==> src/rtl/i2c_reg_master.sv <==
// I2C register master: single-byte register write or read over open-drain SCL/SDA.
// Define I2C_CLOCK_STRETCH_EN to honour slave clock stretching on scl_i.
module i2c_reg_master #(
    parameter int CLK_DIV = 125
) (
    input  logic       clk_i,
    input  logic       rst_ni,
    input  logic       in_val_i,
    input  logic [6:0] in_daddr_i,
    input  logic [7:0] in_addr_i,
    input  logic [7:0] in_data_i,
    input  logic       in_wen_i,
    output logic       in_rdy_o,
    output logic       out_val_o,
    output logic       out_err_o,
    output logic [7:0] out_data_o,
    input  logic       out_rdy_i,
    input  logic       scl_i,
    input  logic       sda_i,
    output logic       scl_o,
    output logic       scl_t,
    output logic       sda_o,
    output logic       sda_t
);
    localparam int CW = $clog2(CLK_DIV);

    typedef enum logic [2:0] {
        IDLE, START, BYTE, ACK, RSTART, STOP, BUSFREE, RESP
    } state_t;

    state_t          state, state_next;
    logic [CW-1:0]   cnt;
    logic [1:0]      qtr;
    logic [2:0]      bit_cnt;
    logic [1:0]      byte_idx;
    logic [7:0]      shreg;
    logic [7:0]      rdata;
    logic [6:0]      daddr;
    logic [7:0]      addr;
    logic [7:0]      data;
    logic            wen;
    logic            err;
    logic            rdy_en;
    logic            hold;
    logic            tick;
    logic            bit_end;
    logic            sample;
    logic            accept;
    logic [7:0]      next_byte;

`ifdef I2C_CLOCK_STRETCH_EN
    // A released SCL still read low means the slave is stretching.
    assign hold = scl_t & ~scl_i;
`else
    logic scl_unused;
    assign scl_unused = scl_i;
    assign hold = 1'b0;
`endif

    assign tick      = (cnt == CW'(CLK_DIV - 1)) && !hold;
    assign bit_end   = tick && (qtr == 2'd3);
    assign sample    = tick && (qtr == 2'd1);
    assign in_rdy_o  = (state == IDLE) && rdy_en;
    assign accept    = in_val_i && in_rdy_o;
    assign out_val_o = (state == RESP);
    assign out_err_o = err;
    assign out_data_o = rdata;
    assign scl_o     = 1'b0;
    assign sda_o     = 1'b0;

    assign next_byte = (byte_idx == 2'd0) ? addr :
                       (wen ? data : {daddr, 1'b1});

    always_ff @(posedge clk_i or negedge rst_ni) begin
        if (!rst_ni) begin
            state <= IDLE;
        end else begin
            state <= state_next;
        end
    end

    always_comb begin
        state_next = state;
        unique case (state)
            IDLE:    if (accept) state_next = START;
            START:   if (bit_end) state_next = BYTE;
            RSTART:  if (bit_end) state_next = BYTE;
            BYTE:    if (bit_end && bit_cnt == 3'd7) state_next = ACK;
            ACK: begin
                if (bit_end) begin
                    if (err || byte_idx == 2'd3) begin
                        state_next = STOP;
                    end else if (wen && byte_idx == 2'd2) begin
                        state_next = STOP;
                    end else if (!wen && byte_idx == 2'd1) begin
                        state_next = RSTART;
                    end else begin
                        state_next = BYTE;
                    end
                end
            end
            STOP:    if (bit_end) state_next = BUSFREE;
            BUSFREE: if (bit_end) state_next = RESP;
            RESP:    if (out_rdy_i) state_next = IDLE;
        endcase
    end

    // Bit cell: q0 SCL low (SDA may change), q1-q2 SCL high, q3 SCL low.
    always_comb begin
        scl_t = 1'b1;
        sda_t = 1'b1;
        unique case (state)
            START: begin
                sda_t = !qtr[1];
                scl_t = (qtr != 2'd3);
            end
            BYTE, ACK: begin
                scl_t = (qtr == 2'd1) || (qtr == 2'd2);
                sda_t = (state == ACK) || (byte_idx == 2'd3) || shreg[7];
            end
            RSTART: begin
                scl_t = (qtr == 2'd1) || (qtr == 2'd2);
                sda_t = !qtr[1];
            end
            STOP: begin
                scl_t = (qtr != 2'd0);
                sda_t = qtr[1];
            end
            default: ;
        endcase
    end

    always_ff @(posedge clk_i or negedge rst_ni) begin
        if (!rst_ni) begin
            cnt      <= '0;
            qtr      <= 2'd0;
            bit_cnt  <= 3'd0;
            byte_idx <= 2'd0;
            shreg    <= 8'h00;
            rdata    <= 8'h00;
            daddr    <= 7'h00;
            addr     <= 8'h00;
            data     <= 8'h00;
            wen      <= 1'b0;
            err      <= 1'b0;
            rdy_en   <= 1'b0;
        end else begin
            rdy_en <= 1'b1;
            if (state == IDLE || state == RESP) begin
                cnt <= '0;
                qtr <= 2'd0;
            end else if (tick) begin
                cnt <= '0;
                qtr <= qtr + 2'd1;
            end else if (!hold) begin
                cnt <= cnt + 1'b1;
            end
            if (accept) begin
                daddr    <= in_daddr_i;
                addr     <= in_addr_i;
                data     <= in_data_i;
                wen      <= in_wen_i;
                shreg    <= {in_daddr_i, 1'b0};
                bit_cnt  <= 3'd0;
                byte_idx <= 2'd0;
                err      <= 1'b0;
                rdata    <= 8'h00;
            end
            if (state == BYTE && sample && byte_idx == 2'd3) begin
                rdata <= {rdata[6:0], sda_i};
            end
            if (state == BYTE && bit_end) begin
                bit_cnt <= bit_cnt + 3'd1;
                shreg   <= {shreg[6:0], 1'b0};
            end
            if (state == ACK && sample && byte_idx != 2'd3 && sda_i) begin
                err <= 1'b1;
            end
            if (state == ACK && bit_end) begin
                byte_idx <= byte_idx + 2'd1;
                shreg    <= next_byte;
            end
        end
    end

endmodule
==> config.mk <==
export PLATFORM = sky130hd
export DESIGN_NAME = i2c_reg_master
export DESIGN_NICKNAME = d
export VERILOG_FILES = /design/src/rtl/i2c_reg_master.sv
export SDC_FILE = /design/constraint.sdc
export NUM_CORES = 1
export LEC_CHECK = 0
export CORE_MARGIN = 8
export CORE_UTILIZATION = 54
export CTS_CLUSTER_SIZE = 14
export DETAILED_ROUTE_END_ITERATION = 7
export HOLD_SLACK_MARGIN = 0.1
export PLACE_DENSITY = 0.87
export SETUP_SLACK_MARGIN = 0.3
export SLEW_MARGIN = 5
export SYNTH_ARGS = -nofsm -noshare
export SYNTH_HDL_FRONTEND = slang
export SYNTH_SLANG_ARGS = --single-unit
==> constraint.sdc <==
create_clock -name clk_i -period 1.9 [get_ports clk_i]
set_input_delay 0.57 -clock clk_i [delete_from_list [all_inputs] [get_ports clk_i]]
set_output_delay 0.57 -clock clk_i [all_outputs]
set_load 0.02 [all_outputs]
== Word-level counts from Yosys, hierarchy flattened ==
Index checks and enable logic that the tools add are counted.
Storage, ports and cells
  memory bits (read-only): 0
  input port bits: 30
  word-level logic and storage cells: 105
  memory bits (writable): 0
  register bits: 59
  latch bits: 0
  output and inout port bits: 15
  memories kept: 0
Operators by class
  $lt $le $gt $ge: 0
  div/mod/pow operators: 0
  multipliers: 0
  equality and inequality tests: 24
  add/subtract/negate cells: 4
  shift operators: 0
  reduce and logical (&&, ||, !) cells: 34
  bitwise gates (word level): 0
  mux-type cells: 30
Operators by type and width (count)
  $mux W8: 7
  $mux W3: 12
  $pmux W3 S7: 1
  $eq A3 B3 Y1 const B: 5
  $logic_and A1 B1 Y1: 14
  $mux W7: 2
  $ne A2 B2 Y1 const B: 7
  $reduce_bool A2 Y1: 6
  $eq A2 B2 Y1 const B: 4
  $mux W2: 4
  $add A7 B1 Y7 const B: 1
  $eq A7 B7 Y1 const B: 1
  $reduce_and A7 Y1: 1
  $eq A3 B2 Y1 const B: 2
  $pmux W1 S3: 2
  $logic_or A1 B1 Y1: 5
  $add A2 B1 Y2 const B: 2
  $eq A2 B1 Y1 const B: 2
  $ne A2 B1 Y1 const B: 2
  $reduce_or A2 Y1: 2
  $add A3 B1 Y3 const B: 1
  $eq A3 B1 Y1 const B: 1
  $logic_not A3 Y1: 1
  $reduce_bool A3 Y1: 1
  4 further kinds: 6

== Depth between registers and ports, before layout ==
  depth after elaboration: 7
  gate-level depth with buffers: 7

== Worst setup path after synthesis ==
Ideal clock, no wire load.
  path type: register to output
  from: register state[0]
  to: output sda_t
  required time: 1.330 ns
  path buffers: 2
  arrival: 1.378 ns
  cell stages (with the launch flop): 6
  slack: -0.048 ns
  cells stage by stage: dfrtp_1 -> clkbuf_1 -> buf_2 -> xnor2_1 -> a211oi_1 -> a21oi_1
Between the ends
  word-level cells in the longest chain between the ends: 4
  elaborated cells on any way between the ends: 10
Ends and longest elaborated chain
  start: declaration: line 31  | state_t state, state_next;
  start signal: assignment: line 78  | state <= state_next;
  $eq A3 B2 Y1: line 112, 119
  $logic_or A1 B1 Y1 (2 in series): line 119  | sda_t = (state == ACK) || (byte_idx == 2'd3) || shreg[7];
  $pmux W1 S3 (*): line 112  | unique case (state)
  end: declaration: line 23  | output logic sda_t
Mark *: on every way between the ends. The rest lies on a longest branch, timed or not.

== Final worst setup path ==
  from: register qtr[0]
  to: output scl_t
Between the ends
  word-level cells in the longest chain between the ends: 3
  elaborated cells on any way between the ends: 6
Ends and longest elaborated chain
  start: declaration: line 33  | logic [1:0] qtr;
  start signal: assignment: line 154  | qtr <= qtr + 2'd1;
  $eq A2 B1 Y1 / $eq A2 B2 Y1 (equally long branches): line 118, 122
  $logic_or A1 B1 Y1: line 118, 122
  $pmux W1 S3 (*): line 112
  end: declaration: line 21  | output logic scl_t,
Marked as above.

==> flow_summary.toml <==
[sta]
skew_ns = 0.01235
slew_violations = 0
hold_viol = 0
max_freq_ghz = 0.4735
final-setup-viol-count = 4
fin_crit_ns = 2.112
period_share_pct = 111.2
setup_slack_ns = -0.2119
hold_slack_ns = 0.2209
rsz0062_at_grt = "true"

[placement]
gp_congestion = 0.7995
portBuffers = 41
placed_cells = 398
hpwl_mm = 4.754
pre_cts_ws_ns = -0.2674
placed_area_um2 = 3646

[synth]
ys_ff_latch = 59
yosysUniqueCellTypes = 46
synthesis.instances = 274
syn-mean-instance-area_um2 = 10.85
yosys_warnings = 0
synth_edf_count = 0
synthFlopType = "dfrtp_1"
ys_seq_area_share_pct = 49.64
syn_area_um2 = 2974
synthArstFlopShare_pct = 100.0

[power]
power_density_nw_per_um2 = 615.5
internal_power_mw = 2.046
swShare_pct = 20.71
leakage_nw = 1.963
clkPwrFrac_pct = 47.6
ir_drop_mv = 0.4221
seqPwrFrac_pct = 48.7
combPwrFrac_pct = 3.7
switching_power_mw = 0.5343

[layout]
drive_above_1_share_pct = 41.57
seq_area_um2 = 1478
antennaDiodeCount = 0
finalNonFillerCells = 428
final_util_pct = 77.57
area_delta_synth_final_pct = 40.98
fin_nets = 392
fill_cells = 336
multi_input_area_um2 = 1599
fin_area_um2 = 4193

[clocking]
cts.sinks = 59
cts_buffers = 9
clkLatencyLatePin_ns = 0.34
htreeDepth = 3
cts-root-buf = "clkbuf_8"
clk_pin_slew_ns = 0.07
cts_tree = "yes"
hold_buffers = 0
clock_path_buffers = 2

[drt]
wl_per_cell_um = 17.18
vias = 2375
ant_nets = 0
drcViolationCount = 0
vias_per_cell = 5.549
drtIter0Drc = 159
drt_wl_total_mm = 7.354
dr.pass1.iters = 4

[global_routing]
antenna_found_initial = 0
grt_max_degree = 60
track_usage_pct = 17.75
gr-total-overflow = 0
grt_pass1_vias = 2512
grt_pass1_wl_mm = 11.84

[worst_setup_path]
startpoint_type = "flop"
worst_path_max_delay_cell = "dfrtp_1"
path_class = "reg -> out"
crit_path_end_kind = "output port"
critical_path_peak_fanout = 4
critical-path-max-stage-delay_ns = 0.44
crit_required_ns = 1.33
path_cells = "inv_2 > ha_4 > mux2i_1 > o32a_1 > buf_6"
worstPathArrival_ns = 1.54

[job]
drv_cap = 0

[outcome]
status = "complete, but fails checks"
violations = "negative setup slack"

[die]
core.rowCount = 27
die_height_um = 90.22
fp.coreArea_um2 = 5405
dieWidth_um = 90.22
pin_count = 45
dieArea_um2 = 8139
start_util_pct = 55.02

[hold_path]
hold_path.class = "in -> async"
## synthesized netlist by cell type (2+ instances only)
master     n  share of area (%)
dfrtp_1   59                 50
nand2_1   31                3.9
mux2_2    24                9.1
nor2_1    17                2.1
a21oi_1   13                2.2
o21ai_0   13                2.2
inv_1     12                1.5
ha_1      11                4.6
mux2i_1   10                3.4
nand3_1    8                1.3
and3_1     7                1.5
buf_2      7                1.2
o211ai_1   7                1.8
o221a_2    7                2.7
xnor2_1    5                1.5
clkbuf_1   4               0.50
buf_4      3               0.76
a211oi_1   2               0.50
conb_1     2               0.25
nand2b_1   2               0.42
nor3_1     2               0.34
o221ai_1   2               0.59
o32ai_1    2               0.59
xor2_1     2               0.59
## worst max-delay path, delay by kind of cell, from the launching register on
kind                     cells  cell delay [ns]
AO/OA/AOI/OAI                1             0.32
multiplexers                 1             0.06
buffers and inverters        2             0.25
adder cells (fa/ha/maj)      1             0.13
flip-flops                   1             0.44
## repair_timing
action,CTS,global route
cloned,0,1
setup endpoints to repair,64,43
pin swaps,3,15
buffers inserted,7,6
gates resized for setup,68,64
## power by group through the flow
stage / registers, mW / logic [mW] / clock network, mW
after global routing: 1.26 / 0.104 / 1.31
after floorplan: 1.28 / 0.00814 / 0
after detailed placement: 1.28 / 0.0957 / 0
final: 1.26 / 0.0942 / 1.23
after CTS: 1.26 / 0.0958 / 1.24
after global placement: 1.28 / 0.0944 / 0
## layout make-up
class	count	share of cell area (%)
sequential	59	35.24
inverter	13	1.164
clock buffer	11	3.133
timing repair buffer	81	18.32
clock inverter	5	1.850
multi-input combinational	187	38.14
tap	72	2.149
## sequential cells by signal (all words and copies together), names as in the netlist
name        cells
wen             1
data            8
rdy_en          1
daddr           7
out_err_o       1
shreg           8
state           3
cnt             7
out_data_o      8
bit_cnt         3
byte_idx        2
addr            8
qtr             2
## worst paths after layout
path / from / end / slack [ns] / depth (start not counted)
min reg2reg: addr[6] / addr[6] / 0.50 / 1
max: qtr[0] / scl_t / -0.21 / 5
max in group asynchronous: rst_ni / state[2] / 1.40 / 2
max reg2reg: qtr[0] / shreg[6] / 0.05 / 7
min: rst_ni / state[0] / 0.22 / 2
min in group clk_i: addr[6] / addr[6] / 0.50 / 1
## layout by cell type (no fill, tap or decap), types with 3 or more instances in the layout
| cell type | count |
|---|---|
| dfrtp_1 | 58 |
| clkdlybuf4s50_1 | 27 |
| mux2_2 | 24 |
| nand2_1 | 22 |
| buf_4 | 22 |
| buf_6 | 16 |
| nor2_1 | 13 |
| a21oi_1 | 11 |
| mux2i_1 | 10 |
| inv_1 | 9 |
| clkbuf_8 | 9 |
| buf_2 | 9 |
| and3_1 | 7 |
| o211ai_1 | 7 |
| o221a_2 | 7 |
| ha_1 | 7 |
| nand3_1 | 6 |
| nand2_2 | 6 |
| o21ai_2 | 6 |
| o21ai_1 | 5 |
| xnor2_1 | 4 |
| buf_12 | 4 |
| inv_2 | 3 |
| nor2_4 | 3 |
| nand2_4 | 3 |
| conb_1 | 3 |
## layer usage
layer | share of wire (%) | GRT usage (%) | vias up
met1 | 42 | 20.15 | 1170
met2 | 51 | 30.61 | 59
met3 | 3.8 | 4.738 | 23
met5 | 0 | 0 | -
li1 | - | - | 1123
met4 | 3.2 | 7.767 | 0
## cell families (layout without fill, tap and decap cells)
| family | count (synthesis) | in the layout | share of synthesized area [%] |
|---|---|---|---|
| AO/OA/AOI/OAI | 53 | 53 | 12.87 |
| XOR/XNOR | 7 | 7 | 2.061 |
| adder cells (fa/ha/maj) | 11 | 11 | 4.628 |
| buffers and inverters | 29 | 110 | 4.585 |
| flip-flops | 59 | 59 | 49.64 |
| multiplexers | 34 | 34 | 12.45 |
| other | 2 | 3 | 0.2525 |
| AND/OR/NAND/NOR | 79 | 79 | 13.51 |
## through the flow
stage | setup TNS (ns) | power (mW)
detailed placement | -0.9926 | 1.377
finish | -0.5955 | 2.580
CTS | -0.5333 | 2.590
global route | -0.7731 | 2.674
global placement | -1.028 | 1.375
floorplan | 0 | 1.289
(Power assumes the default switching activity.)
